===== src/rtl/aib_hrdrst_seq.sv =====
// ---------------------------------------------------------------------------
// aib_hrdrst_seq
//
// This block sequences the AIB hard-reset handshake through three phases:
// OSC, then TX, then RX. For each phase it does the following:
//   - waits a settle period,
//   - raises that phase's master transfer enable,
//   - waits for the matching slave acknowledgement.
// Master enables of completed phases stay high, so the enables only ever
// accumulate until the sequence is aborted or reset.
//
// Optional feature (build macro AIB_HRDRST_SEQ_TIMEOUT_EN):
//   When this macro is defined, the block adds a per-phase timeout with a
//   retry budget and an error state. If an attempt times out, the block
//   drops that phase's enable and retries after a fresh settle period.
//   When the macro is undefined, the block waits for each acknowledgement
//   indefinitely. In that build o_err and o_retry_cnt are tied to 0.
//
// Parameters:
//   WAIT_CYC     settle time before each master enable (1..65535)
//   TIMEOUT_CYC  cycles one attempt may wait for the slave (2..65535)
//   MAX_RETRY    failed attempts per phase before error (1..15)
//
// Ports:
//   i_aux_clk               block clock
//   i_rst_n                 asynchronous active-low reset
//   i_start                 level request; low aborts back to IDLE
//   c_sl_*_transfer_en      slave acknowledgements (already on i_aux_clk)
//   c_ms_*_transfer_en      registered master enables
//   o_phase                 0=OSC 1=TX 2=RX 3=complete
//   o_retry_cnt             failed attempts in the current phase
//   o_done                  all three phases acknowledged
//   o_err                   retry budget exhausted
//
// state    | meaning
// ---------+------------------------------------------------------------
// IDLE     | waiting for i_start
// WAIT_CLK | settle countdown before raising the current phase's enable
// WAIT_SL  | enable raised, waiting for the slave acknowledgement
// DONE     | all phases acknowledged, held while i_start stays high
// ERR      | retry budget exhausted, held while i_start stays high
// ---------------------------------------------------------------------------
module aib_hrdrst_seq #(
    parameter int WAIT_CYC    = 16,
    parameter int TIMEOUT_CYC = 1024,
    parameter int MAX_RETRY   = 3
) (
    input  logic       i_aux_clk,
    input  logic       i_rst_n,
    input  logic       i_start,
    input  logic       c_sl_osc_transfer_en,
    input  logic       c_sl_tx_transfer_en,
    input  logic       c_sl_rx_transfer_en,
    output logic       c_ms_osc_transfer_en,
    output logic       c_ms_tx_transfer_en,
    output logic       c_ms_rx_transfer_en,
    output logic [1:0] o_phase,
    output logic [3:0] o_retry_cnt,
    output logic       o_done,
    output logic       o_err
);

    if (WAIT_CYC < 1 || WAIT_CYC > 65535 ||
        TIMEOUT_CYC < 2 || TIMEOUT_CYC > 65535 ||
        MAX_RETRY < 1 || MAX_RETRY > 15) begin : g_bad_param
        $error("aib_hrdrst_seq: parameter out of range");
    end

    typedef enum logic [2:0] {
        IDLE,
        WAIT_CLK,
        WAIT_SL,
        DONE,
        ERR
    } state_t;

    localparam logic [15:0] WAIT_LOAD = 16'(WAIT_CYC - 1);

    state_t      state;
    logic [1:0]  phase;
    logic [2:0]  ms_en;
    logic [15:0] wait_cnt;
    logic        wait_tc;
    logic [2:0]  phase_mask;
    logic        sl_cur;

`ifdef AIB_HRDRST_SEQ_TIMEOUT_EN
    localparam logic [15:0] TMO_LOAD  = 16'(TIMEOUT_CYC - 1);
    localparam logic [3:0]  RETRY_MAX = 4'(MAX_RETRY - 1);
    logic [15:0] tmo_cnt;
    logic [3:0]  retry;
`endif

    // The settle terminal count is registered so the zero-compare stays off
    // the enable path. Because of that extra register stage, the enable rises
    // WAIT_CYC+1 edges after the counter is loaded.
    always_comb begin
        phase_mask = 3'b000;
        sl_cur     = 1'b0;
        case (phase)
            2'd0: begin
                phase_mask = 3'b001;
                sl_cur     = c_sl_osc_transfer_en;
            end
            2'd1: begin
                phase_mask = 3'b010;
                sl_cur     = c_sl_tx_transfer_en;
            end
            2'd2: begin
                phase_mask = 3'b100;
                sl_cur     = c_sl_rx_transfer_en;
            end
            default: ;
        endcase
    end

    always_ff @(posedge i_aux_clk or negedge i_rst_n) begin
        if (!i_rst_n) begin
            state    <= IDLE;
            phase    <= 2'd0;
            ms_en    <= 3'b000;
            wait_cnt <= 16'd0;
            wait_tc  <= 1'b0;
`ifdef AIB_HRDRST_SEQ_TIMEOUT_EN
            tmo_cnt  <= 16'd0;
            retry    <= 4'd0;
`endif
        end else if (state != IDLE && !i_start) begin
            state    <= IDLE;
            phase    <= 2'd0;
            ms_en    <= 3'b000;
            wait_cnt <= 16'd0;
            wait_tc  <= 1'b0;
`ifdef AIB_HRDRST_SEQ_TIMEOUT_EN
            tmo_cnt  <= 16'd0;
            retry    <= 4'd0;
`endif
        end else begin
            case (state)
                IDLE: begin
                    if (i_start) begin
                        state    <= WAIT_CLK;
                        phase    <= 2'd0;
                        wait_cnt <= WAIT_LOAD;
                        wait_tc  <= 1'b0;
`ifdef AIB_HRDRST_SEQ_TIMEOUT_EN
                        retry    <= 4'd0;
`endif
                    end
                end
                WAIT_CLK: begin
                    if (wait_tc) begin
                        state   <= WAIT_SL;
                        ms_en   <= ms_en | phase_mask;
                        wait_tc <= 1'b0;
`ifdef AIB_HRDRST_SEQ_TIMEOUT_EN
                        tmo_cnt <= TMO_LOAD;
`endif
                    end else begin
                        wait_tc <= (wait_cnt == 16'd0);
                        if (wait_cnt != 16'd0) begin
                            wait_cnt <= wait_cnt - 16'd1;
                        end
                    end
                end
                WAIT_SL: begin
                    // An acknowledgement in the timeout cycle wins over the timeout.
                    if (sl_cur) begin
                        if (phase == 2'd2) begin
                            state <= DONE;
                            phase <= 2'd3;
                        end else begin
                            state    <= WAIT_CLK;
                            phase    <= phase + 2'd1;
                            wait_cnt <= WAIT_LOAD;
                            wait_tc  <= 1'b0;
`ifdef AIB_HRDRST_SEQ_TIMEOUT_EN
                            retry    <= 4'd0;
`endif
                        end
                    end
`ifdef AIB_HRDRST_SEQ_TIMEOUT_EN
                    else if (tmo_cnt == 16'd0) begin
                        ms_en <= ms_en & ~phase_mask;
                        retry <= retry + 4'd1;
                        if (retry == RETRY_MAX) begin
                            state <= ERR;
                        end else begin
                            state    <= WAIT_CLK;
                            wait_cnt <= WAIT_LOAD;
                            wait_tc  <= 1'b0;
                        end
                    end else begin
                        tmo_cnt <= tmo_cnt - 16'd1;
                    end
`endif
                end
                DONE: ;
                ERR:  ;
                default: state <= IDLE;
            endcase
        end
    end

    assign c_ms_osc_transfer_en = ms_en[0];
    assign c_ms_tx_transfer_en  = ms_en[1];
    assign c_ms_rx_transfer_en  = ms_en[2];
    assign o_phase              = phase;
    assign o_done               = (state == DONE);

`ifdef AIB_HRDRST_SEQ_TIMEOUT_EN
    assign o_retry_cnt = retry;
    assign o_err       = (state == ERR);
`else
    assign o_retry_cnt = 4'd0;
    assign o_err       = 1'b0;
`endif

endmodule


===== config.mk =====
export PLATFORM = sky130hd
export DESIGN_NAME = aib_hrdrst_seq
export DESIGN_NICKNAME = d
export VERILOG_FILES = /design/src/rtl/aib_hrdrst_seq.sv
export SDC_FILE = /design/constraint.sdc
export NUM_CORES = 1
export LEC_CHECK = 0
export CAP_MARGIN = 40
export CORE_ASPECT_RATIO = 0.7
export CORE_MARGIN = 8
export CORE_UTILIZATION = 50
export CTS_BUF_LIST = sky130_fd_sc_hd__clkbuf_16
export DETAILED_ROUTE_END_ITERATION = 8
export GPL_TIMING_DRIVEN = 0
export PLACE_DENSITY = 0.75
export SLEW_MARGIN = 20
export SYNTH_ARGS = -nofsm -noshare
export SYNTH_HDL_FRONTEND = slang
export SYNTH_SLANG_ARGS = --single-unit

===== constraint.sdc =====
create_clock -name i_aux_clk -period 2.6 [get_ports i_aux_clk]
set_clock_uncertainty 0.2 [all_clocks]
set_input_delay 0.52 -clock i_aux_clk [delete_from_list [all_inputs] [get_ports i_aux_clk]]
set_output_delay 0.52 -clock i_aux_clk [all_outputs]
set_load 0.03 [all_outputs]

==> results.ini, run 1 <==
[outcome]
status=complete, no violations

[synthesis]
synthFlopType=dfrtp_1
yosysWarningCount=0
syn_area_mm2=0.00156
synth_edf_count=0
syn_avg_cell_area_um2=9.20
synth_top_area_share_pct=38.4
ys_types=44
synthArstFlopShare_pct=100
yosysSeqAreaShare_pct=38.4
synth_top_cell_by_area=dfrtp_1
yosys_register_bits=24
synth.area.top_cells=dfrtp_1 (38%), ha_1 (5.6%), o21ai_0 (3.8%), nand2_1 (3.6%), or4_1 (3.4%)
syn_inst=170

[routing]
drtPass1Iterations=5
met2_length_um=1900
drt_iter0_drc=158
ant_nets=0
highest_layer=met4
routedWlPerCell_um=16.7
postRouteWirelength_um=3950
wl_met3_um=308
dr_total_vias=1416
remaining_drc_errors=0
avgViaCountPerCell=5.97
m1WireLength_um=1690

[setup_path]
crit_arrival_ns=2.52
critPathKind=reg -> reg
worstSetupEndpoint=wait_cnt[7]$_DFFE_PN0P_
endpoint_kind=flip-flop
cp-startpoint=o_phase[0]$_DFFE_PN0P_
required_ns=2.58
cp_max_fo=7
timing.rr.end=wait_cnt[7]$_DFFE_PN0P_
regToRegSetupSlack_ns=0.06
r2r.worst_path.cells=8
worstReg2RegStart=o_phase[0]$_DFFE_PN0P_
cp-start-kind=flip-flop

[power]
power.share.sequential_pct=39.9
comb_power_share_pct=32.8
irDropWorstVdd_mv=0.619
power.density_mw_per_mm2=626
power_w=0.00122
power.switching_w=0.000418
power.leakage_nw=0.889
p_int_w=0.000798
clockPowerShare_pct=27.3
swShare_pct=34.4

[grt]
grt_max_degree=14
grt_pass1_vias=1381
overflow=0
grt.total_usage_pct=14.2
grt_pass1_wl_um=6260
antenna_found_initial=0

[clock_network]
cts_max_level=1
clock_latency_ns=0.26
cts-root-buf=clkbuf_16
path_clk_slew_ns=0.06
cts_hold_buf=0
clk_path_buf_depth=2
cts_sinks=24
cts_buffers=3
cts_tree=done

[floorplan]
die_h_um=62.8
initial_utilization_pct=51.1
io_pins=17
core_mm2=0.00306
fp.dieW_um=82.8
dieArea_mm2=0.00520
num_rows=17

[worst_hold_path]
min-delay-start=ms_en[1]$_DFFE_PN0P_
hold_class=reg -> reg

[timing]
setup_viol=0
slew_headroom_pct=50.8
slew_viol_final=0
period_minus_slack_ns=2.54
fin_crit_sh_pct=97.7
rsz0062_at_grt=true
hold_violations=0
tightest_slew_ns=0.733
fmax_mhz=394
holdWs_ns=0.313

[final_layout]
seq_area_um2=602
final_common_cell=dfrtp_1
drive_gt1_share_pct=19.6
multi_input_area_um2=911
syn_to_final_growth_pct=24.1
fill_cells=260
most-common-layout-cells=dfrtp_1 (23), nand2_1 (15), buf_4 (14)
diodes=0
final_net_count=213

[place]
gp_congestion=0.926
io_buffers=11
dp_hpwl_um=2800

[run]
cap_violations=0

[layout make-up]
class / instances / share of cell area (%)
Buffer: 9 / 2.77
Inverter: 10 / 2.00
Tap cell: 38 / 2.45
Clock buffer: 3 / 3.87
Sequential cell: 24 / 31.0
Clock inverter: 1 / 0.193
Multi-Input combinational cell: 130 / 46.9
Timing Repair Buffer: 22 / 10.8
[how the worst min path moves through the flow]
| stage | end | cells after the start |
|---|---|---|
| after CTS | ms_en[1]$_DFFE_PN0P_ | 1 |
| after global routing | ms_en[1]$_DFFE_PN0P_ | 1 |
| after global placement | ms_en[1]$_DFFE_PN0P_ | 1 |
| final | ms_en[1]$_DFFE_PN0P_ | 1 |
| after detailed placement | ms_en[1]$_DFFE_PN0P_ | 1 |
| after floorplan | ms_en[0]$_DFFE_PN0P_ | 0 |
[timing repair]
item,in CTS,in global routing
pin swaps,1,5
setup endpoints to repair,4,9
setup buffers,1,9
gates resized for setup,1,8
[through the flow]
| stage | instances | setup TNS (ns) | setup slack, ns | instance area [um^2] | util, % |
|---|---|---|---|---|---|
| 6_report | 237 | 0 | 0.0596 | 1940 | 63.4 |
| 5_1_grt | 237 | -0.0384 | -0.0374 | 1940 | 63.4 |
| 4_1_cts | 228 | 0 | 0.0274 | 1840 | 60.2 |
| 3_5_place_dp | 224 | -1.79 | -0.353 | 1760 | 57.3 |
| 3_3_place_gp | 223 | -1.19 | -0.309 | 1740 | 56.8 |
| 2_1_floorplan | 174 | 0 | 0.0386 | 1580 | - |
[metal layers]
metal,GRT usage [%],vias up
met3,3.78,6
li1,-,679
met5,0,-
met4,4.80,0
met1,18.6,674
met2,21.9,57
[power by group through the flow]
stage	sequential, W	combinational (W)	clock [W]
final	0.000485	0.000399	0.000332
after global routing	0.000492	0.000443	0.000346
after CTS	0.000483	0.000373	0.000338
after detailed placement	0.000489	0.000368	0
after global placement	0.000484	0.000347	0
after floorplan	0.000484	0.000265	0
[kinds of logic after synthesis]
group	Yosys count	share of synthesized area (%)
and+or+nand+nor	70	27.8
AOI/OAI and AO/OA	44	19.2
DFF	24	38.4
buffers and inverters	20	6.16
adders and majority gates	7	5.60
muxes	4	2.64
other	1	0.240
[state kept, by name (all words and copies together) (netlist names)]
register	cells
wait_tc	1
state	2
wait_cnt	16
o_phase	2
ms_en	3
[cell usage after synthesis (all sizes together), types with 5 or more instances]
cell type	n
inv	9
a21oi	10
or3	5
nor2	9
nand3	6
ha	7
nand2	15
dfrtp	24
nand2b	5
o21ai	12
nor3	6
or4	7
buf	6
[worst max-delay path: stages, from the launching register on]
cell and delay [ns]:
dfrtp_2 0.39, inv_2 0.08, ha_2 0.22, or3_4 0.41, o211ai_4 0.30, nand4_4 0.21
buf_6 0.18, or3_1 0.34, a21oi_1 0.14
Note: power is estimated with default switching activity, not from simulation.
==> run 2, diff against run 1 <==
TNS_END_PERCENT = 1   (was not set)
==> results.ini, run 2 (synthesis gave the netlist of run 1 again) <==
[routing]
dr_total_vias=1385
avgViaCountPerCell=5.92
remaining_drc_errors=0
ant_nets=0
postRouteWirelength_um=3850
routedWlPerCell_um=16.4
drtPass1Iterations=4
drt_iter0_drc=126

[clock_network]
cts_hold_buf=0
cts-root-buf=clkbuf_16
cts_tree=done
cts_buffers=3
path_clk_slew_ns=0.06
cts_sinks=24
clk_path_buf_depth=2
clock_latency_ns=0.26
cts_max_level=1

[place]
gp_congestion=0.926
dp_cells=224
dp_hpwl_um=2800
io_buffers=11
pre_cts_ws_ns=-0.353

[timing]
slew_headroom_pct=51.8
worst_slack_ns=0.0766
fin_crit_sh_pct=97.1
rsz0062_at_grt=true
setup_viol=0
fin_setup_tns_ns=0
tightest_slew_ns=0.717
hold_violations=0
period_minus_slack_ns=2.52
slew_viol_final=0
fmax_mhz=396

[grt]
antenna_found_initial=0
use_met2_pct=21.9
grt_use_met3_pct=3.78
overflow=0
grt_pass1_wl_um=6260
grt.total_usage_pct=14.2
grt_max_degree=14
top_usage_layer=met2
met1_usage_pct=18.6
grt_pass1_vias=1381

[power]
irDropWorstVdd_mv=0.621
power.leakage_nw=0.872
power_w=0.00121
power.density_mw_per_mm2=634
p_int_w=0.000793
power.switching_w=0.000416
power.share.sequential_pct=40.1
swShare_pct=34.4
comb_power_share_pct=32.3
clockPowerShare_pct=27.6

[setup_path]
cp-start-kind=flip-flop
endpoint_kind=flip-flop
required_ns=2.58
cp_max_fo=8
regToRegSetupSlack_ns=0.08
critPathKind=reg -> reg
worstReg2RegStart=o_phase[0]$_DFFE_PN0P_
crit_arrival_ns=2.50
timing.rr.end=wait_cnt[11]$_DFFE_PN0P_
r2r.worst_path.cells=7

[worst_hold_path]
hold_class=reg -> reg
min-delay-start=ms_en[1]$_DFFE_PN0P_
min_to=ms_en[1]$_DFFE_PN0P_
min_path_cells=1

[final_layout]
drive_gt1_share_pct=17.9
fill_cells=264
stdcell_count=234
final_common_cell=dfrtp_1
most-common-layout-cells=dfrtp_1 (23), nand2_1 (15), o21ai_0 (12), buf_4 (12), a21oi_1 (10)
post-route-util_pct=62.3
regMostFlops=wait_cnt
diodes=0
final_net_count=210
largest_register_ffs=16
syn_to_final_growth_pct=22.0
top_regs=wait_cnt: 16 flops, ms_en: 3 flops

[floorplan]
num_rows=17
fp.dieW_um=82.8
initial_utilization_pct=51.1
dieArea_mm2=0.00520
core_mm2=0.00306
die_h_um=62.8
io_pins=17

[outcome]
status=complete, no violations

[run]
cap_violations=0

[run 2: power groups by stage]
stage               logic [W]  registers [W]  clock network [W]
floorplan            0.000265       0.000484                  0
global placement     0.000347       0.000484                  0
CTS                  0.000373       0.000483           0.000338
detailed placement   0.000368       0.000489                  0
global route         0.000434       0.000492           0.000346
finish               0.000391       0.000485           0.000333
[run 2: layout make-up]
| cell class | instances | area, um^2 | share of cell area (%) |
|---|---|---|---|
| Multi-Input combinational cell | 130 | 905 | 47.4 |
| Sequential cell | 24 | 602 | 31.5 |
| Timing Repair Buffer | 19 | 183 | 9.57 |
| Clock buffer | 3 | 75.1 | 3.93 |
| Buffer | 9 | 53.8 | 2.82 |
| Tap cell | 38 | 47.5 | 2.49 |
| Inverter | 10 | 38.8 | 2.03 |
| Clock inverter | 1 | 3.75 | 0.197 |
[run 2: worst max-delay path by stage]
stage,startpoint,endpoint,depth (start not counted)
after detailed placement,i_start,wait_cnt[1]$_DFFE_PN0P_,7
after floorplan,o_phase[0]$_DFFE_PN0P_,wait_cnt[13]$_DFFE_PN0P_,7
after global placement,i_start,wait_cnt[1]$_DFFE_PN0P_,7
final,o_phase[0]$_DFFE_PN0P_,wait_cnt[11]$_DFFE_PN0P_,7
after global routing,o_phase[0]$_DFFE_PN0P_,wait_cnt[11]$_DFFE_PN0P_,7
after CTS,o_phase[0]$_DFFE_PN0P_,wait_cnt[13]$_DFFE_PN0P_,7
[run 2: critical path, stage by stage, from the launching register on]
cell and delay [ns]:
dfrtp_2 0.41, inv_2 0.08, ha_2 0.22, or3_4 0.41, o211ai_4 0.30, nand4_4 0.19, nor4_1 0.40, mux2i_1 0.23
[run 2: routing by layer]
metal  vias up  part of all wire [%]
met4         0                   1.8
met3         8                   5.7
met1       658                    46
met2        49                    47
met5         -                     0
li1        670                     -
[run 2: timing repair]
item	CTS	global route
setup endpoints to repair	4	9
gates resized for setup	1	6
buffers inserted	1	6
pin swaps	1	4
gates cloned	0	0
[run 2: stage by stage]
step / hold WS [ns] / area, um^2
final: 0.313 / 1910
after global routing: 0.340 / 1910
after CTS: 0.312 / 1840
after detailed placement: 0.299 / 1760
after global placement: 0.292 / 1740
after floorplan: 0.0244 / 1580
==> run 3, diff against run 2 <==
SKIP_LAST_GASP = 1   (was not set)
==> results.ini, run 3 (synthesis gave the netlist of run 1 again) <==
[grt]
overflow=0
grt.total_usage_pct=14.2
grt_pass1_wl_um=6260
antenna_found_initial=0
grt_max_degree=14
grt_pass1_vias=1381

[timing]
slew_headroom_pct=50.5
tightest_slew_ns=0.738
holdWs_ns=0.314
fin_crit_sh_pct=100
setup_viol=1
fmax_mhz=385
worst_slack_ns=-0.000302
period_minus_slack_ns=2.60
rsz0062_at_grt=true
fin_setup_tns_ns=-0.000302
slew_viol_final=0
hold_violations=0

[setup_path]
endpoint_kind=flip-flop
required_ns=2.58
r2r.worst_path.cells=7
cp_max_fo=8
timing.rr.end=wait_cnt[13]$_DFFE_PN0P_
regToRegSetupSlack_ns=-0.0003
worstReg2RegStart=o_phase[0]$_DFFE_PN0P_
cp-start-kind=flip-flop
crit_arrival_ns=2.58
critPathKind=reg -> reg

[place]
io_buffers=11
dp_hpwl_um=2800
gp_congestion=0.926
placed_cell_area_mm2=0.00176

[outcome]
status=finished with violations
violations=setup timing

[final_layout]
syn_to_final_growth_pct=21.5
largest_register_ffs=16
most-common-layout-cells=dfrtp_1 (23), nand2_1 (15), o21ai_0 (12), buf_4 (12), clkdlybuf4s50_1 (11)
drive_gt1_share_pct=17.3
final_net_count=210
final_area_mm2=0.00190
final_common_cell=dfrtp_1
diodes=0
top_regs=wait_cnt: 16 flops, ms_en: 3 flops
regMostFlops=wait_cnt
fill_cells=267
post-route-util_pct=62.1

[run]
cap_violations=0

[routing]
remaining_drc_errors=0
dr_total_vias=1401
avgViaCountPerCell=5.99
drt_iter0_drc=183
routedWlPerCell_um=16.4
postRouteWirelength_um=3830
drtPass1Iterations=4
ant_nets=0

[power]
irDropWorstVdd_mv=0.620
power.leakage_nw=0.843
power_w=0.00121
power.density_mw_per_mm2=635

[clock_network]
cts_max_level=1
cts_tree=done
clk_path_buf_depth=2
path_clk_slew_ns=0.06
clock_latency_ns=0.25
cts_buffers=3
cts-root-buf=clkbuf_16
cts_sinks=24

[worst_hold_path]
hold_class=reg -> reg
min-delay-start=ms_en[1]$_DFFE_PN0P_
min_to=ms_en[1]$_DFFE_PN0P_
min_path_cells=1

[floorplan]
core_mm2=0.00306
fp.dieW_um=82.8
initial_utilization_pct=51.1
dieArea_mm2=0.00520
die_h_um=62.8
num_rows=17
io_pins=17

run 3: routing by layer:
| layer | GRT usage (%) | up-vias | share of wire (%) |
|---|---|---|---|
| li1 | - | 671 | - |
| met1 | 18.6 | 667 | 43 |
| met5 | 0 | - | 0 |
| met4 | 4.80 | 0 | 1.5 |
| met2 | 21.9 | 57 | 48 |
| met3 | 3.78 | 6 | 7.0 |
run 3: worst max path at each step:
stage                                       from                        to  slack, ns  cells after the start
after floorplan           o_phase[0]$_DFFE_PN0P_  wait_cnt[13]$_DFFE_PN0P_       0.04                      7
after global placement                   i_start   wait_cnt[1]$_DFFE_PN0P_      -0.31                      7
after detailed placement                 i_start   wait_cnt[1]$_DFFE_PN0P_      -0.35                      7
after CTS                 o_phase[0]$_DFFE_PN0P_  wait_cnt[13]$_DFFE_PN0P_       0.03                      7
after global routing      o_phase[0]$_DFFE_PN0P_  wait_cnt[13]$_DFFE_PN0P_      -0.08                      7
final                     o_phase[0]$_DFFE_PN0P_  wait_cnt[13]$_DFFE_PN0P_    -0.0003                      7
run 3: worst max-delay path, stage by stage, from the launching register on:
cell      delay, ns
dfrtp_2        0.41
inv_2          0.08
ha_2           0.22
or3_4          0.41
o211ai_4       0.30
nand4_4        0.19
or4_1          0.56
a21oi_1        0.15
run 3: repair_timing:
item | 4_1_cts | 5_1_grt
setup endpoints to repair | 4 | 9
setup buffers | 1 | 6
pin swaps | 1 | 3
hold buffers | 0 | 0
gates resized for setup | 1 | 3
run 3: cell type report:
type	instances	area (um^2)	share of cell area, %
Buffer	9	53.8	2.83
Clock buffer	3	75.1	3.95
Clock inverter	1	3.75	0.197
Inverter	10	38.8	2.04
Multi-Input combinational cell	130	902	47.5
Sequential cell	24	602	31.7
Tap cell	38	47.5	2.50
Timing Repair Buffer	19	178	9.35
run 3: metrics by stage:
step	instances	setup slack [ns]
6_report	234	-0.000302
5_1_grt	234	-0.0841
4_1_cts	228	0.0274
3_5_place_dp	224	-0.353
3_3_place_gp	223	-0.309
2_1_floorplan	174	0.0386
run 3: power breakdown:
part / internal [W] / total (W) / switching (W)
sequential: 0.000425 / 0.000485 / 0.0000598
combinational: 0.000162 / 0.000389 / 0.000227
clock: 0.000205 / 0.000333 / 0.000128
total: 0.000793 / 0.00121 / 0.000415
